$ cat config.mk
export PLATFORM = sky130hd
export DESIGN_NAME = ram_port_arbiter
export DESIGN_NICKNAME = d
export VERILOG_FILES = /design/src/rtl/ram_arb_pkg.sv /design/src/rtl/ram_port_arbiter_starve_counter.sv /design/src/rtl/ram_port_arbiter.sv
export SDC_FILE = /design/constraint.sdc
export NUM_CORES = 1
export LEC_CHECK = 0
export ABC_AREA = 1
export BUFFER_PORTS_ARGS = -buffer_cell sky130_fd_sc_hd__buf_2
export CAP_MARGIN = 0
export CORE_AREA = 2 2 92 94
export DETAILED_ROUTE_END_ITERATION = 8
export DIE_AREA = 0 0 94 96
export PLACE_DENSITY_LB_ADDON = 0.2
export SYNTH_ARGS = -nofsm -noshare
export SYNTH_HDL_FRONTEND = slang
export SYNTH_SLANG_ARGS = --single-unit
export TNS_END_PERCENT = 30
$ cat constraint.sdc
create_clock -name clk -period 3.2 [get_ports clk]
set_input_delay 0.64 -clock clk [delete_from_list [all_inputs] [get_ports clk]]
set_output_delay 0.64 -clock clk [all_outputs]
set_load 0.02 [all_outputs]
$ cat src/rtl/ram_arb_pkg.sv
// Shared definitions for the data-RAM port arbiter: FSM states, access sizes
// and the default anti-starvation threshold.
package ram_arb_pkg;

    typedef enum logic {
        S_NORMAL = 1'b0,
        S_RESP   = 1'b1
    } arb_state_e;

    localparam logic [1:0] SZ_BYTE = 2'b00;
    localparam logic [1:0] SZ_HALF = 2'b01;
    localparam logic [1:0] SZ_WORD = 2'b10;

    localparam int STARVE_MAX_DEFAULT = 4;

endpackage : ram_arb_pkg

$ cat src/rtl/ram_port_arbiter_starve_counter.sv
// Saturating count of consecutive cycles in which a pending debug request
// was refused; at_max tells the arbiter to force the debug port in.
module starve_counter #(
    parameter int MAX = 4,
    parameter int W   = $clog2(MAX + 1)
) (
    input  logic clk,
    input  logic rst_n,
    input  logic inc,
    input  logic clr,
    input  logic hold,
    output logic at_max
);

    logic [W-1:0] cnt_r;

    // Hold wins over clear, clear wins over increment; increment saturates.
    always_ff @(posedge clk) begin
        if (!rst_n) begin
            cnt_r <= '0;
        end else if (hold) begin
            cnt_r <= cnt_r;
        end else if (clr) begin
            cnt_r <= '0;
        end else if (inc && (cnt_r != W'(MAX))) begin
            cnt_r <= cnt_r + W'(1);
        end else begin
            cnt_r <= cnt_r;
        end
    end

    assign at_max = (cnt_r == W'(MAX));

endmodule : starve_counter

$ cat src/rtl/ram_port_arbiter.sv
// Arbitrates the single data RAM between the CPU MEM stage (priority) and a
// valid/ready debug port that is forced in after STARVE_MAX refused cycles.
module ram_port_arbiter
    import ram_arb_pkg::*;
#(
    parameter int ADDR_W     = 9,
    parameter int DATA_W     = 32,
    parameter int STARVE_MAX = STARVE_MAX_DEFAULT
) (
    input  logic              clk,
    input  logic              reset,
    input  logic              cpu_req,
    input  logic              cpu_rw,
    input  logic              cpu_se,
    input  logic [1:0]        cpu_size,
    input  logic [ADDR_W-1:0] cpu_addr,
    input  logic [DATA_W-1:0] cpu_wdata,
    output logic [DATA_W-1:0] cpu_rdata,
    output logic              cpu_stall,
    input  logic              dbg_valid,
    output logic              dbg_ready,
    input  logic              dbg_rw,
    input  logic              dbg_se,
    input  logic [1:0]        dbg_size,
    input  logic [ADDR_W-1:0] dbg_addr,
    input  logic [DATA_W-1:0] dbg_wdata,
    output logic              dbg_rvalid,
    output logic [DATA_W-1:0] dbg_rdata,
    output logic              ram_e,
    output logic              ram_rw,
    output logic              ram_se,
    output logic [1:0]        ram_size,
    output logic [ADDR_W-1:0] ram_addr,
    output logic [DATA_W-1:0] ram_din,
    input  logic [DATA_W-1:0] ram_dout
);

    arb_state_e        state_r;
    arb_state_e        state_nxt_s;
    logic              grant_dbg_s;
    logic              at_max_s;
    logic              cnt_inc_s;
    logic              cnt_clr_s;
    logic              cnt_hold_s;
    logic [DATA_W-1:0] dbg_rdata_r;

    // FSM state register.
    always_ff @(posedge clk) begin
        if (!reset) begin
            state_r <= S_NORMAL;
        end else begin
            state_r <= state_nxt_s;
        end
    end

    // Grant decision and next state; the debug port is only granted in S_NORMAL
    // and never while reset is asserted.
    always_comb begin
        state_nxt_s = state_r;
        grant_dbg_s = 1'b0;
        case (state_r)
            S_NORMAL: begin
                grant_dbg_s = reset && dbg_valid && (!cpu_req || at_max_s);
                if (grant_dbg_s && !dbg_rw) begin
                    state_nxt_s = S_RESP;
                end else begin
                    state_nxt_s = S_NORMAL;
                end
            end
            S_RESP: begin
                state_nxt_s = S_NORMAL;
            end
            default: begin
                state_nxt_s = S_NORMAL;
            end
        endcase
    end

    // RAM port mux: debug fields only on a grant, otherwise the CPU owns the RAM.
    always_comb begin
        ram_e     = 1'b0;
        ram_rw    = cpu_rw;
        ram_se    = cpu_se;
        ram_size  = cpu_size;
        ram_addr  = cpu_addr;
        ram_din   = cpu_wdata;
        dbg_ready = 1'b0;
        cpu_stall = 1'b0;
        if (grant_dbg_s) begin
            ram_e     = 1'b1;
            ram_rw    = dbg_rw;
            ram_se    = dbg_se;
            ram_size  = dbg_size;
            ram_addr  = dbg_addr;
            ram_din   = dbg_wdata;
            dbg_ready = 1'b1;
            cpu_stall = cpu_req;
        end else begin
            ram_e     = reset && cpu_req;
        end
    end

    // Starvation counter control: counting only happens while in S_NORMAL.
    always_comb begin
        cnt_hold_s = (state_r == S_RESP);
        cnt_clr_s  = 1'b0;
        cnt_inc_s  = 1'b0;
        if (state_r == S_NORMAL) begin
            cnt_clr_s = grant_dbg_s || !dbg_valid;
            cnt_inc_s = dbg_valid && !grant_dbg_s;
        end else begin
            cnt_clr_s = 1'b0;
            cnt_inc_s = 1'b0;
        end
    end

    starve_counter #(
        .MAX (STARVE_MAX)
    ) u_starve_counter (
        .clk    (clk),
        .rst_n  (reset),
        .inc    (cnt_inc_s),
        .clr    (cnt_clr_s),
        .hold   (cnt_hold_s),
        .at_max (at_max_s)
    );

    // Capture debug read data on the accepting edge; it is presented in S_RESP.
    always_ff @(posedge clk) begin
        if (!reset) begin
            dbg_rdata_r <= '0;
        end else if (grant_dbg_s && !dbg_rw) begin
            dbg_rdata_r <= ram_dout;
        end else begin
            dbg_rdata_r <= dbg_rdata_r;
        end
    end

    assign dbg_rdata  = dbg_rdata_r;
    assign dbg_rvalid = (state_r == S_RESP);
    assign cpu_rdata  = ram_dout;

endmodule : ram_port_arbiter

* Word level (Yosys, flattened, before mapping) *
Index checks and enable logic that the tools add are counted.

word-level totals
  bits in registers = 36
  bits in latches = 0
  RAM bits = 0
  ROM bits = 0
  output and inout bits = 113
  memories = 0

operators by class
  add/subtract/negate cells = 1
  $mul = 0
  div/mod/pow operators = 0
  $lt $le $gt $ge = 0
  eq/ne operators = 2
  shifts and indexed selects = 0
  muxes and demuxes = 15
  bitwise operators = 1
  reductions and logical operators = 15

operators with widths
  kind                                                            count
  32-bit two-way mux                                              1
  1-bit two-way mux                                               9
  9-bit two-way mux                                               1
  1-bit logical AND                                               7
  3-bit two-way mux                                               2
  1-bit logical NOT                                               4
  3-bit by 1-bit adder with 3-bit output (second input constant)  1
  3-bit == test (second input constant)                           1
  3-bit != test (second input constant)                           1
  1-bit logical OR                                                2
  2-bit two-way mux                                               1
  1-bit case mux with 2 select lines                              1
  2-bit AND reduction                                             1
  2-bit nonzero test                                              1
  1-bit inverter                                                  1

* Depth between registers and ports, before layout *
  word-level depth = 10
  gate-level depth with buffers = 10
  depth with buffers taken out = 9

* Hierarchy *
From an unflattened synthesis, not the netlist that was laid out.

unflattened totals
  cells, all modules = 431
  area, all modules = 2546.2 um^2

by module, submodules not included
  module            times used  cells each  area each (um^2)  sequential area each (um^2)
  ram_port_arbiter  1           400         2337.2            660.6
  starve_counter    1           31          209.0             60.1

* Worst setup path before layout *
OpenSTA, ideal clock, no wires.

  path type = reg2out
  start = register u_starve_counter.cnt_r[0]
  end = output ram_e
  arrival time = 1.504 ns
  required time = 2.560 ns
  setup slack = 1.056 ns
  stages on the path, launching flop included = 9
  buffers on the path = 2
  path through = dfxtp_1 > inv_1 > ha_1 > nand2_1 > nand2_1 > nand3_4 > buf_2 > buf_2 > o21ai_0

between the ends
  cells in the longest elaborated chain, start to end = 5

ends and longest elaborated chain
  element                 RTL line                               RTL
  from (decl)             ram_port_arbiter_starve_counter.sv:15  logic [W-1:0] cnt_r;
  from (signal assigned)  ram_port_arbiter_starve_counter.sv:22  cnt_r <= cnt_r;
  from (signal assigned)  ram_port_arbiter_starve_counter.sv:26  cnt_r <= cnt_r + W'(1);
  from (signal assigned)  ram_port_arbiter_starve_counter.sv:28  cnt_r <= cnt_r;
  3-bit == test           ram_port_arbiter_starve_counter.sv:32  assign at_max = (cnt_r == W'(MAX));
  1-bit logical OR        ram_port_arbiter.sv:63                 grant_dbg_s = reset && dbg_valid && (!cpu_req || at_max_s);
  1-bit logical AND       ram_port_arbiter.sv:63
  1-bit two-way mux       ram_port_arbiter.sv:61                 case (state_r)
  1-bit two-way mux       ram_port_arbiter.sv:89                 if (grant_dbg_s) begin
  to (decl)               ram_port_arbiter.sv:29                 output logic ram_e,

No other way between the ends.

* Worst setup path after layout *
  start = register u_starve_counter.cnt_r[0]
  end = output ram_din[17]

between the ends
  cells in the longest elaborated chain, start to end = 5

ends and longest elaborated chain
  element             RTL line                               RTL
  3-bit == test       ram_port_arbiter_starve_counter.sv:32
  1-bit logical OR    ram_port_arbiter.sv:63
  1-bit logical AND   ram_port_arbiter.sv:63
  1-bit two-way mux   ram_port_arbiter.sv:61
  32-bit two-way mux  ram_port_arbiter.sv:89
  to (decl)           ram_port_arbiter.sv:34                 output logic [DATA_W-1:0] ram_din,

No other way between the ends.

==> results by group <==
Outcome
  • Status: complete, no violations

Placement
  • DPL Wire Length: between 6000 and 7000 um
  • Final GP Congestion: 0.797
  • Buffers on Ports: 238
  • Pre-CTS WS: roughly 0.74 ns

Power and ir drop
  • Int Pwr: ~0.78 mW
  • Flop pwr share: about two fifths
  • Switch share: 33.6%
  • Comb pwr share: between 30% and 40%
  • Tot Pwr: 1.17 mW
  • PD cells: between 300 and 400 mW/mm^2
  • P_leak: slightly above 2 nW
  • Net switching power: roughly 0.39 mW
  • Clk pwr share: approximately 28%
  • VDD IR max: roughly 180 uV

Global routing
  • First-pass GRT wire length: roughly 11,000 um
  • Largest net degree at the start of global routing: 47
  • GR Overflow Total: 0
  • Vias in the first global route: 2,402
  • Antenna violations before repair: 0
  • Total GRT Usage: between 15 and 20%

Layout
  • Nets: slightly below 700
  • Commonest non-fill, non-tap cell in the layout: buf_2
  • Syn-to-layout area delta: 50.1%
  • Inserted Diodes: 0
  • Layout cells sized above 1: roughly 46%
  • Multi-input logic area: between 0.001 and 0.0015 mm^2
  • Most frequent cells in the layout: buf_2 (238), nand2_1 (140), nor2_1 (69)
  • FF+latch area: around 700 um^2
  • FILL cells: approximately 900

Timing
  • Tcrit/Tclk final: a little over four fifths
  • Setup TNS Final: 0 ns
  • Final Hold Fails: 0
  • Worst rel slew slack: 62.5%
  • Tightest Pin Transition: 0.561 ns
  • Slew Viols, Final: 0
  • Highest clock rate: around 370 MHz
  • Fin worst setup slack: ~0.5 ns
  • Worst clock skew: about 0.010 ns
  • Crit path time final: 2.70 ns
  • Final Setup Violations: 0
  • Worst hold slack: 0.479 ns
  • Unrepaired setup endpoints after global routing: no

Clocking
  • Setup Fix Bufs, Post-CTS: 0
  • Clock Latency Late Sink: approximately 0.28 ns
  • Cts bufs inserted: 5
  • H-tree lvl count: 2
  • Resize count post-CTS: 0
  • CTS tree: built
  • CTS Sinks: 36
  • Cts hold-fix bufs: 0
  • Clock tree buffer depth: 2
  • CTS Root Cell: clkbuf_8
  • Clock transition at path regs: about 0.060 ns

Setup path
  • Worst reg-to-reg setup slack: 1.20 ns
  • Setup CP Type: reg -> out
  • CP arrival: 2.06 ns
  • Worst Setup Start Kind: flip-flop
  • Slowest-stage cell, CP: buf_4
  • Worst-path cell chain: inv_1, ha_1, nand2_1, nand2_1, nand3_4, buf_4, nand2_1, nand2_1, buf_2
  • Max Fanout on Critical Path: 46
  • Cell mode on critical path: nand2_1
  • CP required: 2.56 ns
  • Max incr delay on CP: about 0.41 ns
  • Reg2reg path depth: 9
  • Crit path buffers/inverters: 3
  • Critical path startpoint: u_starve_counter.cnt_r[0]$_SDFFE_PN0P_
  • Worst r2r dst: dbg_rdata[0]$_SDFFE_PN0P_
  • Critical Path Sink Type: primary output
  • CP top delay family: buffers and inverters
  • Reg2reg start: u_starve_counter.cnt_r[0]$_SDFFE_PN0P_

Drt
  • Residual DRC: 0
  • Initial drt markers: 47
  • Remaining antenna violation count: 0
  • Routed vias: 2,742
  • Routed WL: 7800 um
  • Avg WL per Cell: roughly 12 um
  • Vias per cell: 4.21
  • Number of iterations in the first detailed-routing pass: 4

Logic synthesis
  • Netlist Area Pre-Place: roughly 0.0022 mm^2
  • Post-Synthesis Cells: 348
  • Register area share after synthesis: between 30% and 40%
  • Mapped Nets: about 480
  • Synth area leader: dfxtp_1
  • Synth Area per Inst: slightly above 6 um^2
  • #FFs+latches synth: 36
  • Top cell type's share of synthesized area: about a third
  • Distinct cells, synth: 19
  • Top cells by area, synth: dfxtp_1 (33%), nand2_1 (24%), buf_4 (12%)
  • Yosys warns: 0

Worst hold path
  • Worst Hold Depth: 2
  • Worst hold path class: reg -> reg
  • Hold path endpoint: u_starve_counter.cnt_r[1]$_SDFFE_PN0P_
  • Hold wc startpoint: u_starve_counter.cnt_r[1]$_SDFFE_PN0P_

Job
  • Number of max-cap violations: 0

Floorplan
  • Io pins: 239
  • Die Wd: approximately 94 um
  • # rows: 33
  • Core area: just over 0.008 mm^2
  • Die height: ~96 um
  • Initial Util: 26.9%
  • Die Footprint: 0.00902 mm^2
==> layout make-up <==
type	count	share of cell area, %
multi-input combinational	254	32.7
inverter	8	0.923
clock inverter	1	0.231
sequential	36	22.2
tap	105	4.04
timing repair buffer	241	37.3
clock buffer	7	2.65
==> cell usage after synthesis, drive strengths merged <==
cell and n:
nand2 140, nor2 70, buf 47, dfxtp 36, o21ai 33, inv 8, clkbuf 3, nand3 3
a21oi 2, ha 2, xor2 2, a21boi 1, nand4 1
==> metrics by stage <==
| stage | cell area [um^2] | utilization, % | cells |
|---|---|---|---|
| 6_report | 3250 | 40.4 | 652 |
| 5_1_grt | 3250 | 40.4 | 652 |
| 4_1_cts | 3250 | 40.4 | 652 |
| 3_5_place_dp | 3160 | 39.2 | 644 |
| 3_3_place_gp | 3160 | 39.2 | 644 |
| 2_1_floorplan | 2170 | - | 348 |
==> state kept, by name (all words and copies together) (netlist names) <==
signal and flops:
dbg_rdata 32, u_starve_counter.cnt_r 3, dbg_rvalid 1
==> cells by family (layout without fill, tap and decap cells) <==
| family | count (synthesis) | in the layout | share of synthesized area (%) |
|---|---|---|---|
| compound gates | 36 | 36 | 8.43 |
| fa+ha+maj | 2 | 2 | 1.15 |
| xor+xnor | 2 | 2 | 0.808 |
| buf+inv | 58 | 257 | 17.7 |
| simple gates | 214 | 214 | 38.7 |
| flops | 36 | 36 | 33.3 |
==> worst reg2reg max path, cell delays in order (launching register included) <==
cell,delay (ns)
dfxtp_1,0.33
inv_1,0.06
ha_1,0.13
nand2_1,0.10
nand2_1,0.13
nand3_4,0.13
nor2_8,0.38
inv_2,0.37
nor2_1,0.21
nor2_1,0.06
==> worst max path at each step <==
stage,endpoint,cells after the start
after floorplan,ram_e,8
after global placement,ram_din[0],8
after detailed placement,ram_din[2],8
after CTS,ram_din[0],9
after global routing,ram_din[1],9
final,ram_din[17],9
==> per-layer routing <==
layer  part of all wire, %  track usage [%]
met2                    50             29.2
met3                    10             4.15
met5                     0                0
met1                    39             16.5
met4                   1.1             3.99
==> power by group through the flow <==
| stage | Sequential [mW] | Combinational [mW] | Clock [mW] |
|---|---|---|---|
| final | 0.471 | 0.370 | 0.333 |
| after global routing | 0.473 | 0.404 | 0.372 |
| after CTS | 0.471 | 0.375 | 0.351 |
| after detailed placement | 0.481 | 0.373 | 0 |
| after global placement | 0.481 | 0.372 | 0 |
| after floorplan | 0.499 | 0.208 | 0 |
(Power assumes the default switching activity.)
